===== src/rtl/dmem_ctrl.sv =====
// Data-memory controller: turns execute-stage d_mem_* strobes into a req/ack memory handshake
// with a bus timeout and sticky error flags. Define DMEM_POSTED_WR_EN for a 1-entry posted write buffer.
module dmem_ctrl #(
   parameter int ADDR_W  = 12,
   parameter int DATA_W  = 8,
   parameter int TIMEOUT = 15
) (
   input  logic              clk,
   input  logic              reset_,
   input  logic              d_mem_en,
   input  logic              d_mem_rd,
   input  logic              d_mem_wr,
   input  logic [ADDR_W-1:0] d_mem_addr,
   input  logic [DATA_W-1:0] d_mem_data_out,
   output logic [DATA_W-1:0] d_mem_data_in,
   output logic              dmem_stall,
   output logic              mem_req,
   output logic              mem_we,
   output logic [ADDR_W-1:0] mem_addr,
   output logic [DATA_W-1:0] mem_wdata,
   input  logic              mem_ack,
   input  logic [DATA_W-1:0] mem_rdata,
   input  logic              err_clr,
   output logic [1:0]        err
);

`ifdef DMEM_POSTED_WR_EN
   localparam logic LP_POSTED = 1'b1;
`else
   localparam logic LP_POSTED = 1'b0;
`endif

   localparam logic [7:0] LP_TIMEOUT = 8'(TIMEOUT);

   typedef enum logic [1:0] {ST_IDLE, ST_REQ, ST_RESP} state_t;

   state_t            r_state;
   logic [7:0]        r_cnt;
   logic              r_posted;
   logic              r_req;
   logic              r_we;
   logic [ADDR_W-1:0] r_addr;
   logic [DATA_W-1:0] r_wdata;
   logic [DATA_W-1:0] r_dataIn;
   logic [1:0]        r_err;

   logic              w_access;
   logic [7:0]        w_cntNext;
   logic              w_timeout;
   logic              w_stall;
   logic [1:0]        w_errSet;

   assign w_access  = d_mem_en & (d_mem_rd | d_mem_wr);
   assign w_cntNext = r_cnt + 8'd1;
   assign w_timeout = (w_cntNext == LP_TIMEOUT);

   // rd/wr both high or both low is a protocol error; so is an ack arriving outside REQ.
   assign w_errSet[0] = (r_state == ST_REQ) & ~mem_ack & w_timeout;
   assign w_errSet[1] = ((r_state == ST_IDLE) & d_mem_en & ~(d_mem_rd ^ d_mem_wr))
                      | (mem_ack & (r_state != ST_REQ));

   // A posted write frees the requester at once; anything behind it waits for the drain.
   always_comb begin
      w_stall = 1'b0;
      case (r_state)
         ST_IDLE: w_stall = w_access & ~(LP_POSTED & d_mem_wr);
         ST_REQ:  w_stall = r_posted ? w_access : 1'b1;
         ST_RESP: w_stall = r_posted & w_access;
         default: w_stall = 1'b0;
      endcase
   end

   always_ff @(posedge clk or negedge reset_) begin
      if (!reset_) begin
         r_state  <= ST_IDLE;
         r_cnt    <= 8'd0;
         r_posted <= 1'b0;
         r_req    <= 1'b0;
         r_we     <= 1'b0;
         r_addr   <= '0;
         r_wdata  <= '0;
         r_dataIn <= '0;
         r_err    <= 2'b00;
      end else begin
         r_err <= (r_err & ~{2{err_clr}}) | w_errSet;
         case (r_state)
            ST_IDLE: begin
               if (w_access) begin
                  r_addr   <= d_mem_addr;
                  r_wdata  <= d_mem_data_out;
                  r_we     <= d_mem_wr;
                  r_posted <= LP_POSTED & d_mem_wr;
                  r_req    <= 1'b1;
                  r_cnt    <= 8'd0;
                  r_state  <= ST_REQ;
               end
            end
            ST_REQ: begin
               r_cnt <= w_cntNext;
               if (mem_ack) begin
                  r_req <= 1'b0;
                  if (!r_we) begin
                     r_dataIn <= mem_rdata;
                  end
                  r_state <= ST_RESP;
               end else if (w_timeout) begin
                  r_req <= 1'b0;
                  if (!r_we) begin
                     r_dataIn <= '1;
                  end
                  r_state <= ST_RESP;
               end
            end
            // The request still held here is the one just completed, so it is not reissued.
            ST_RESP: begin
               r_posted <= 1'b0;
               r_state  <= ST_IDLE;
            end
            default: begin
               r_req   <= 1'b0;
               r_state <= ST_IDLE;
            end
         endcase
      end
   end

   assign d_mem_data_in = r_dataIn;
   assign dmem_stall    = w_stall;
   assign mem_req       = r_req;
   assign mem_we        = r_we;
   assign mem_addr      = r_addr;
   assign mem_wdata     = r_wdata;
   assign err           = r_err;

endmodule


===== config.mk =====
export PLATFORM = sky130hd
export DESIGN_NAME = dmem_ctrl
export DESIGN_NICKNAME = d
export VERILOG_FILES = /design/src/rtl/dmem_ctrl.sv
export SDC_FILE = /design/constraint.sdc
export NUM_CORES = 1
export LEC_CHECK = 0
export ABC_AREA = 1
export BUFFER_PORTS_ARGS = -buffer_cell sky130_fd_sc_hd__buf_4
export CAP_MARGIN = 20
export CORE_ASPECT_RATIO = 1.1
export CORE_UTILIZATION = 53
export DETAILED_ROUTE_END_ITERATION = 10
export HOLD_SLACK_MARGIN = 0.1
export PLACE_DENSITY = 0.81
export RECOVER_POWER = 50
export SLEW_MARGIN = 20
export SYNTH_ARGS = -nofsm -noshare
export SYNTH_HDL_FRONTEND = slang
export SYNTH_SLANG_ARGS = --single-unit

===== constraint.sdc =====
create_clock -name clk -period 3 [get_ports clk]
set_clock_uncertainty 0.05 [all_clocks]
set_input_delay 0.6 -clock clk [delete_from_list [all_inputs] [get_ports clk]]
set_output_delay 0.6 -clock clk [all_outputs]
set_load 0.03 [all_outputs]

After elaboration in Yosys (flattened, before gate mapping)
Index checks and enable logic that the tools add are counted.

storage, ports and cells
  register bits after elaboration = 43
  latch bits = 0
  RAM bits = 0
  memory bits (read-only) = 0
  bits of input ports = 35
  logic and storage cells = 61
  memories = 0

operators by class
  add/subtract/negate cells = 1
  multipliers = 0
  div/mod/pow operators = 0
  $lt $le $gt $ge = 0
  equality and inequality tests = 6
  shifts and indexed selects = 0
  mux-type cells = 18
  bitwise logic cells = 17
  reduce and logical (&&, ||, !) cells = 10

operators by type and width
  operator               number
  $mux W8                5
  $pmux W8 S2            1
  $add A8 B1 Y8 const B  1
  $eq A8 B4 Y1 const B   1
  $reduce_and A2 Y1      4
  $and A1 B1 Y1          7
  $mux W2                3
  $pmux W1 S3            2
  $reduce_and A3 Y1      2
  $reduce_bool A2 Y1     3
  $mux W1                5
  $not A1 Y1             4
  $pmux W2 S2            1
  $ne A3 B3 Y1 const B   1
  $and A2 B2 Y2          1
  $eq A2 B1 Y1 const B   1
  $eq A2 B2 Y1 const B   1
  $logic_not A2 Y1       1
  $ne A2 B1 Y1 const B   1
  $ne A2 B2 Y1 const B   1
  $not A2 Y2             1
  $or A1 B1 Y1           2
  $or A2 B2 Y2           1
  $pmux W1 S2            1
  $xor A1 B1 Y1          1

Longest topological paths before layout
Gate-level depths: netlist of the first run.

  depth after elaboration = 5
  mapped depth = 13

Worst setup path after synthesis of the first run
No wires, ideal clock.

  path kind = input -> output
  start = input port d_mem_rd
  end = output port dmem_stall
  arrival time = 1.469 ns
  data required time = 2.350 ns
  slack = 0.881 ns
  stages = 5
  cells stage by stage = inv_1 -> ha_1 -> or2_1 -> buf_4 -> nand2_1

between the ends
  cells in the longest elaborated chain, start to end = 4
  elaborated cells between the ends (all ways) = 5

ends and longest elaborated chain
  item                                      RTL line  text
  start: declaration                        11        input logic d_mem_rd,
  $or A1 B1 Y1 (*)                          53        assign w_access = d_mem_en & (d_mem_rd | d_mem_wr);
  $and A1 B1 Y1 (*)                         53
  $and A1 B1 Y1 or $mux W1 (tied branches)  68, 67
  $pmux W1 S3 (*)                           65        case (r_state)
  end: declaration                          16        output logic dmem_stall,

Every way passes the cells marked *; elsewhere a longest branch is shown, timed or not.

Worst setup path in the final report of the first run
  start = input port d_mem_wr
  end = register r_addr[8], in the netlist mem_addr[8]

between the ends
  cells in the longest elaborated chain, start to end = 3

ends and longest elaborated chain
  item                         RTL line  text
  start: declaration           12        input logic d_mem_wr,
  $or A1 B1 Y1                 53
  $and A1 B1 Y1                53
  $reduce_and A2 Y1 (no line)  n/a
  end signal: assignment       89        r_addr <= d_mem_addr;
  end: declaration             42        logic [ADDR_W-1:0] r_addr;

Every way passes these cells.
A chain may end at the register's enable or synchronous reset.

==> results_dict.tcl, run 1 <==
set metrics [dict create \
    netlist_area_um2 2010 \
    drv_slew 69 \
    cts_tree "built" \
    first_global_vias 1480 \
    design.final.nets 298 \
    clockRootBuffer "clkbuf_8" \
    wire_per_inst_um 12.8 \
    end_kind "flop" \
    synth_seq_area_share 0.523 \
    tightest_slew_ns 2.16 \
    grt_pass1_wl_mm 6.39 \
    postSynthRegisterBits 42 \
    drt_pass1_iterations 7 \
    fin_util 0.704 \
    vias 1545 \
    powerDensity_nw_per_um2 1060 \
    grt-busiest-layer "met2" \
    synth-edff-count 0 \
    setup_viol 0 \
    use_met2 0.361 \
    synthFlopType "dfrtp_1" \
    clockBufferDepth 2 \
    yosys_warnings 0 \
    fmax_mhz 398 \
    area_growth_syn_to_layout_pct 27.0 \
    crit_arrival_ns 2.63 \
    ys_types 30 \
    drtIter0Drc 69 \
    clkSinkCount 42 \
    setup-tns-final_ns 0 \
    critPathKind "input pin to flop" \
    antenna_cells 0 \
    synth_top_area_frac 0.523 \
    die_area_um2 4040 \
    antenna_found_initial 0 \
    cp_slowest_cell "clkbuf_1" \
    ir_drop_mv 0.630 \
    postSynthAreaPerCell_um2 10.5 \
    rsz0062_at_grt "no" \
    die_h_um 66.6 \
    io_buffers 67 \
    boundaryPins 68 \
    worstHoldPathCells 2 \
    hold_viol_final 0 \
    drc_errors 0 \
    register_area_um2 1050 \
    startpoint_type "input pin" \
    htree_levels 2 \
    clk_latency_ns 0.29 \
    core-area_um2 3630 \
    fp.dieW_um 60.7 \
    p_leak_nw 1.29 \
    post-cts-setup-buffers 0 \
    hold_slack_ns 0.426 \
    antenna_left 0 \
    maxSlewHeadroom -0.439 \
    grt_use_total 0.217 \
    finalCritPeriodShare 0.837 \
    clk_pin_slew_worst_paths_ns 0.07 \
    fin_area_um2 2550 \
    grt_use_met1 0.269 \
    r2r.worst_path.cells 5 \
    holdBufCountCts 0 \
    total_power_mw 2.71 \
    multi_input_area_um2 822 \
    holdCritPathClass "flop to flop" \
    synth_most_common_cell "nand2_1" \
    crit_chain "buf_4 > inv_1 > ha_1 > or2_0 > clkbuf_1 > mux2_2" \
    synth_nets 229 \
    drive_gt1_frac 0.369 \
    start_util 0.554 \
    dpl_cell_area_um2 2530 \
    dp_hpwl_mm 2.87 \
    synth_area_leader_cell "dfrtp_1" \
    std_cell_rows 23 \
    status "complete, but fails checks" \
    cts-resized-gates 0 \
    cts_buffers 5 \
    cpPeakStageDelay_ns 1.16 \
    num-fill-cells 307 \
    min_period_ns 2.51 \
    use_met3 0.0680 \
    gp_congestion 0.771 \
    setup_ws_ns 0.490 \
    cp_max_fo 25 \
    dpl_worst_slack_ns 0.787 \
    synth.area.top_cells "dfrtp_1 (52%), mux2_4 (11%), nand2_1 (9.3%)" \
    violations "capacitance limit, slew limit" \
    cp_data_required_time_ns 3.12 \
    synthArstFlopShare 1.00 \
    grt_max_degree 43 \
    overflow 0 \
    cap_viol_max_count 2 \
    synth_common_cells "nand2_1 (50), dfrtp_1 (42), inv_1 (19)" \
    instances_no_fill 310 \
    routed_via_density 4.98 \
    drt_wl_total_mm 3.97 \
    dp.cells 303 \
    synthCells 191 \
]
[cell families after synthesis]
family,Yosys count,synth area share
simple gates,83,0.205
flops,42,0.523
buf+inv,28,0.0679
mux,20,0.140
compound gates,14,0.0405
fa+ha+maj,3,0.0187
xor+xnor,1,0.00436
[routing by layer]
layer	part of all wire	vias to the layer above
met5	0	-
met3	0.063	7
li1	-	747
met4	0.012	0
met1	0.43	738
met2	0.49	53
[power breakdown]
part,total (mW),switching (mW),internal (mW),leakage [nW]
registers,0.974,0.161,0.813,0.513
logic,1.39,0.857,0.534,0.735
clock network,0.345,0.185,0.160,0.0373
total,2.71,1.20,1.51,1.29
[cells in the final DEF (no fill, tap or decap)]
cell        Yosys  routed
nor2_1          4       4
o22ai_1         2       2
mux2_2          5       5
nor2_4          3       3
inv_1          19      19
clkbuf_1        1      16
a21oi_1         1       1
buf_4           1      53
mux2_4         15      15
xor2_1          1       1
o21ai_0         7       7
clkinvlp_4      0       1
or2_0           0       1
nand3_4         1       1
nor2_2          3       3
dfrtp_1        42      42
clkinv_1        1       1
nand2_4         2       2
o31ai_1         1       1
inv_2           2       2
clkbuf_8        0       5
nand2_2         5       5
o21ai_2         1       1
nand3_1         6       6
ha_1            3       3
o211ai_1        1       1
nand4_1         8       8
o21ai_1         1       1
nand2_1        50      50
[final timing paths]
check,from,to,slack [ns]
min in group asynchronous,reset_,r_cnt[3]$_DFFE_PN0P_,0.88
max,d_mem_wr,mem_addr[8]$_DFFE_PN0P_,0.49
max reg2reg,r_state[1]$_DFFE_PN0P_,mem_addr[8]$_DFFE_PN0P_,0.57
max in group asynchronous,reset_,mem_addr[0]$_DFFE_PN0P_,0.79
min,mem_req$_DFFE_PN0P_,mem_req$_DFFE_PN0P_,0.43
min reg2reg,mem_req$_DFFE_PN0P_,mem_req$_DFFE_PN0P_,0.43
[sequential cells by signal (all words and copies together) (netlist names)]
name           cells
r_cnt              8
mem_addr          12
d_mem_data_in      8
r_state            2
err                2
mem_req            1
mem_wdata          8
mem_we             1
[final cells by class]
class,count,share of cell area
Clock buffer,6,0.0284
Clock inverter,1,0.00294
Inverter,22,0.0324
Multi-Input combinational cell,121,0.322
Sequential cell,42,0.412
Tap cell,50,0.0245
Timing Repair Buffer,68,0.178
[worst max-delay path, delay by kind of cell]
kind,cells,cell delay [ns]
buffers and inverters,3,1.32
muxes,1,0.44
adders and majority gates,1,0.14
and+or+nand+nor,1,0.13
No activity file was read; power rests on OpenSTA's default activity.
==> run 2: changes to the inputs <==
Settings changed: ABC_AREA 1 to 0, CORE_UTILIZATION 53 to 48, PLACE_DENSITY 0.81 to 0.75.
Clock period 3 ns to 2.6 ns, I/O delays scaled along.
==> run 2 against run 1 <==
Global-route usage decreased by 0.051 points. The run now ends clean. Routed wire length decreased by 3.6%. Synthesized cell count decreased by 18%. Non-clock buffer count increased by 1. Clock-buffer cell count decreased by 1. Utilization decreased by 3.4 points. Cell area decreased by 4.1%. Sequential share of layout area increased by 1.7 points. Cell count decreased by 10%. First-iteration DRC count decreased by 25%. Highest routed layer unchanged. Via count decreased by 7.8%. Clock power increased by 45%.
==> results_dict.tcl, run 2 <==
set metrics [dict create \
    drtIter0Drc 52 \
    synth_common_cells "dfrtp_1 (42), mux2_2 (21), inv_1 (15)" \
    post-cts-setup-buffers 0 \
    clkSinkCount 42 \
    clk_latency_ns 0.29 \
    synthArstFlopShare 1.00 \
    synth-edff-count 0 \
    vias 1424 \
    cp_data_required_time_ns 2.03 \
    startpoint_type "flop" \
    netlist_area_um2 1840 \
    instances_no_fill 278 \
    synth_area_leader_cell "dfrtp_1" \
    drt_pass1_iterations 4 \
    synth_top_area_frac 0.570 \
    area_growth_syn_to_layout_pct 32.9 \
    cts-resized-gates 0 \
    holdCritPathClass "input pin to async pin" \
    synthFlopType "dfrtp_1" \
    postSynthRegisterBits 42 \
    setup_ws_ns 0.527 \
    postSynthAreaPerCell_um2 11.8 \
    cap_viol_max_count 0 \
    dp.cells 270 \
    core-area_um2 3650 \
    ys_types 27 \
    route.met2.wl_mm 1.98 \
    antenna_found_initial 0 \
    rsz0062_at_grt "no" \
    ir_drop_mv 0.603 \
    antenna_left 0 \
    drive_gt1_frac 0.399 \
    hold_viol_final 0 \
    antenna_cells 0 \
    boundaryPins 68 \
    grt_use_total 0.217 \
    wire_per_inst_um 13.8 \
    largest_reg_flops 12 \
    start_util 0.504 \
    setup_viol 0 \
    die_area_um2 4090 \
    wl_met1_mm 1.55 \
    grt_pass1_wl_mm 6.36 \
    cts_buffers 5 \
    maxSlewHeadroom 0.322 \
    htree_levels 2 \
    critPathKind "flop to output port" \
    final_cell_mix "buf_4 (54), dfrtp_1 (42), mux2_2 (21), inv_1 (15), clkbuf_1 (14)" \
    drv_slew 0 \
    final_common_cell "buf_4" \
    yosys_warnings 0 \
    dpl_worst_slack_ns 0.598 \
    design.final.nets 265 \
    fp.dieW_um 61.1 \
    clockBufferDepth 2 \
    hold_slack_ns 0.337 \
    fmax_mhz 482 \
    synth_nets 194 \
    synthCells 156 \
    status "complete, no violations" \
    clockRootBuffer "clkbuf_8" \
    holdBufCountCts 0 \
    setup-tns-final_ns 0 \
    total_power_mw 2.49 \
    routed_via_density 5.12 \
    synth.area.top_cells "dfrtp_1 (57%), mux2_2 (13%), o22ai_1 (4.1%)" \
    finalCritPeriodShare 0.797 \
    io_buffers 67 \
    synth_most_common_cell "dfrtp_1" \
    cts_tree "built" \
    tightest_slew_ns 1.02 \
    std_cell_rows 23 \
    end_kind "output port" \
    grt_max_degree 43 \
    clk_pin_slew_worst_paths_ns 0.08 \
    powerDensity_nw_per_um2 1020 \
    min_period_ns 2.07 \
    gp_congestion 0.765 \
    drt_wl_total_mm 3.83 \
    p_leak_nw 1.15 \
    overflow 0 \
    crit_arrival_ns 1.50 \
    die_h_um 67.0 \
    highest_layer "met4" \
    synth_seq_area_share 0.570 \
    cp_max_fo 5 \
    routed-wl-met3_um 253 \
    first_global_vias 1465 \
    drc_errors 0 \
    dp_hpwl_mm 2.85 \
]
-- run 2: worst paths after layout --
| path | from | end | slack (ns) | depth (start not counted) |
|---|---|---|---|---|
| worst max register to register | r_cnt[0]$_DFFE_PN0P_ | mem_req$_DFFE_PN0P_ | 0.66 | 6 |
| worst max-delay path | r_state[0]$_DFFE_PN0P_ | dmem_stall | 0.53 | 4 |
| max in group asynchronous | reset_ | d_mem_data_in[1]$_DFFE_PN0P_ | 1.54 | 1 |
| worst min register to register | mem_addr[1]$_DFFE_PN0P_ | mem_addr[1]$_DFFE_PN0P_ | 0.46 | 1 |
| min in group clk | err_clr | err[0]$_DFF_PN0_ | 0.36 | 2 |
| worst min-delay path | reset_ | mem_we$_DFFE_PN0P_ | 0.34 | 1 |
-- run 2: metrics by stage --
stage	utilization	cell area [um^2]
floorplan	-	1840
global placement	0.655	2390
detailed placement	0.655	2390
finish	0.670	2450
CTS	0.685	2500
global route	0.670	2450
-- run 2: where the power goes --
part           internal [mW]  leakage, nW  switching [mW]
registers              0.849        0.522           0.140
logic                  0.380        0.567           0.621
clock network          0.282       0.0579           0.218
total                   1.51         1.15           0.980
-- run 2: cells by family after synthesis --
kind of cell,synth area share
AO/OA/AOI/OAI,0.104
XOR/XNOR,0.0238
adder cells (fa/ha/maj),0.0204
buffers and inverters,0.0462
flip-flops,0.570
multiplexers,0.128
AND/OR/NAND/NOR,0.107
-- run 2: layout make-up --
type / count / area [um^2]
Inverter: 15 / 56.3
Clock inverter: 3 / 40.0
Fill cell: 299 / 1210
Timing Repair Buffer: 69 / 463
Clock buffer: 5 / 68.8
Sequential cell: 42 / 1050
Multi-Input combinational cell: 94 / 707
Tap cell: 50 / 62.6
-- run 2: per-layer routing --
metal | GRT usage | vias to the layer above
li1 | - | 681
met1 | 0.248 | 693
met2 | 0.359 | 45
met3 | 0.0893 | 5
met4 | 0.0739 | 0
met5 | 0 | -
-- run 2: worst max-delay path, stage by stage (launching register included) --
cell and delay, ns:
dfrtp_1 0.43, nor2b_1 0.37, nor2_1 0.18, inv_1 0.08, buf_4 0.15
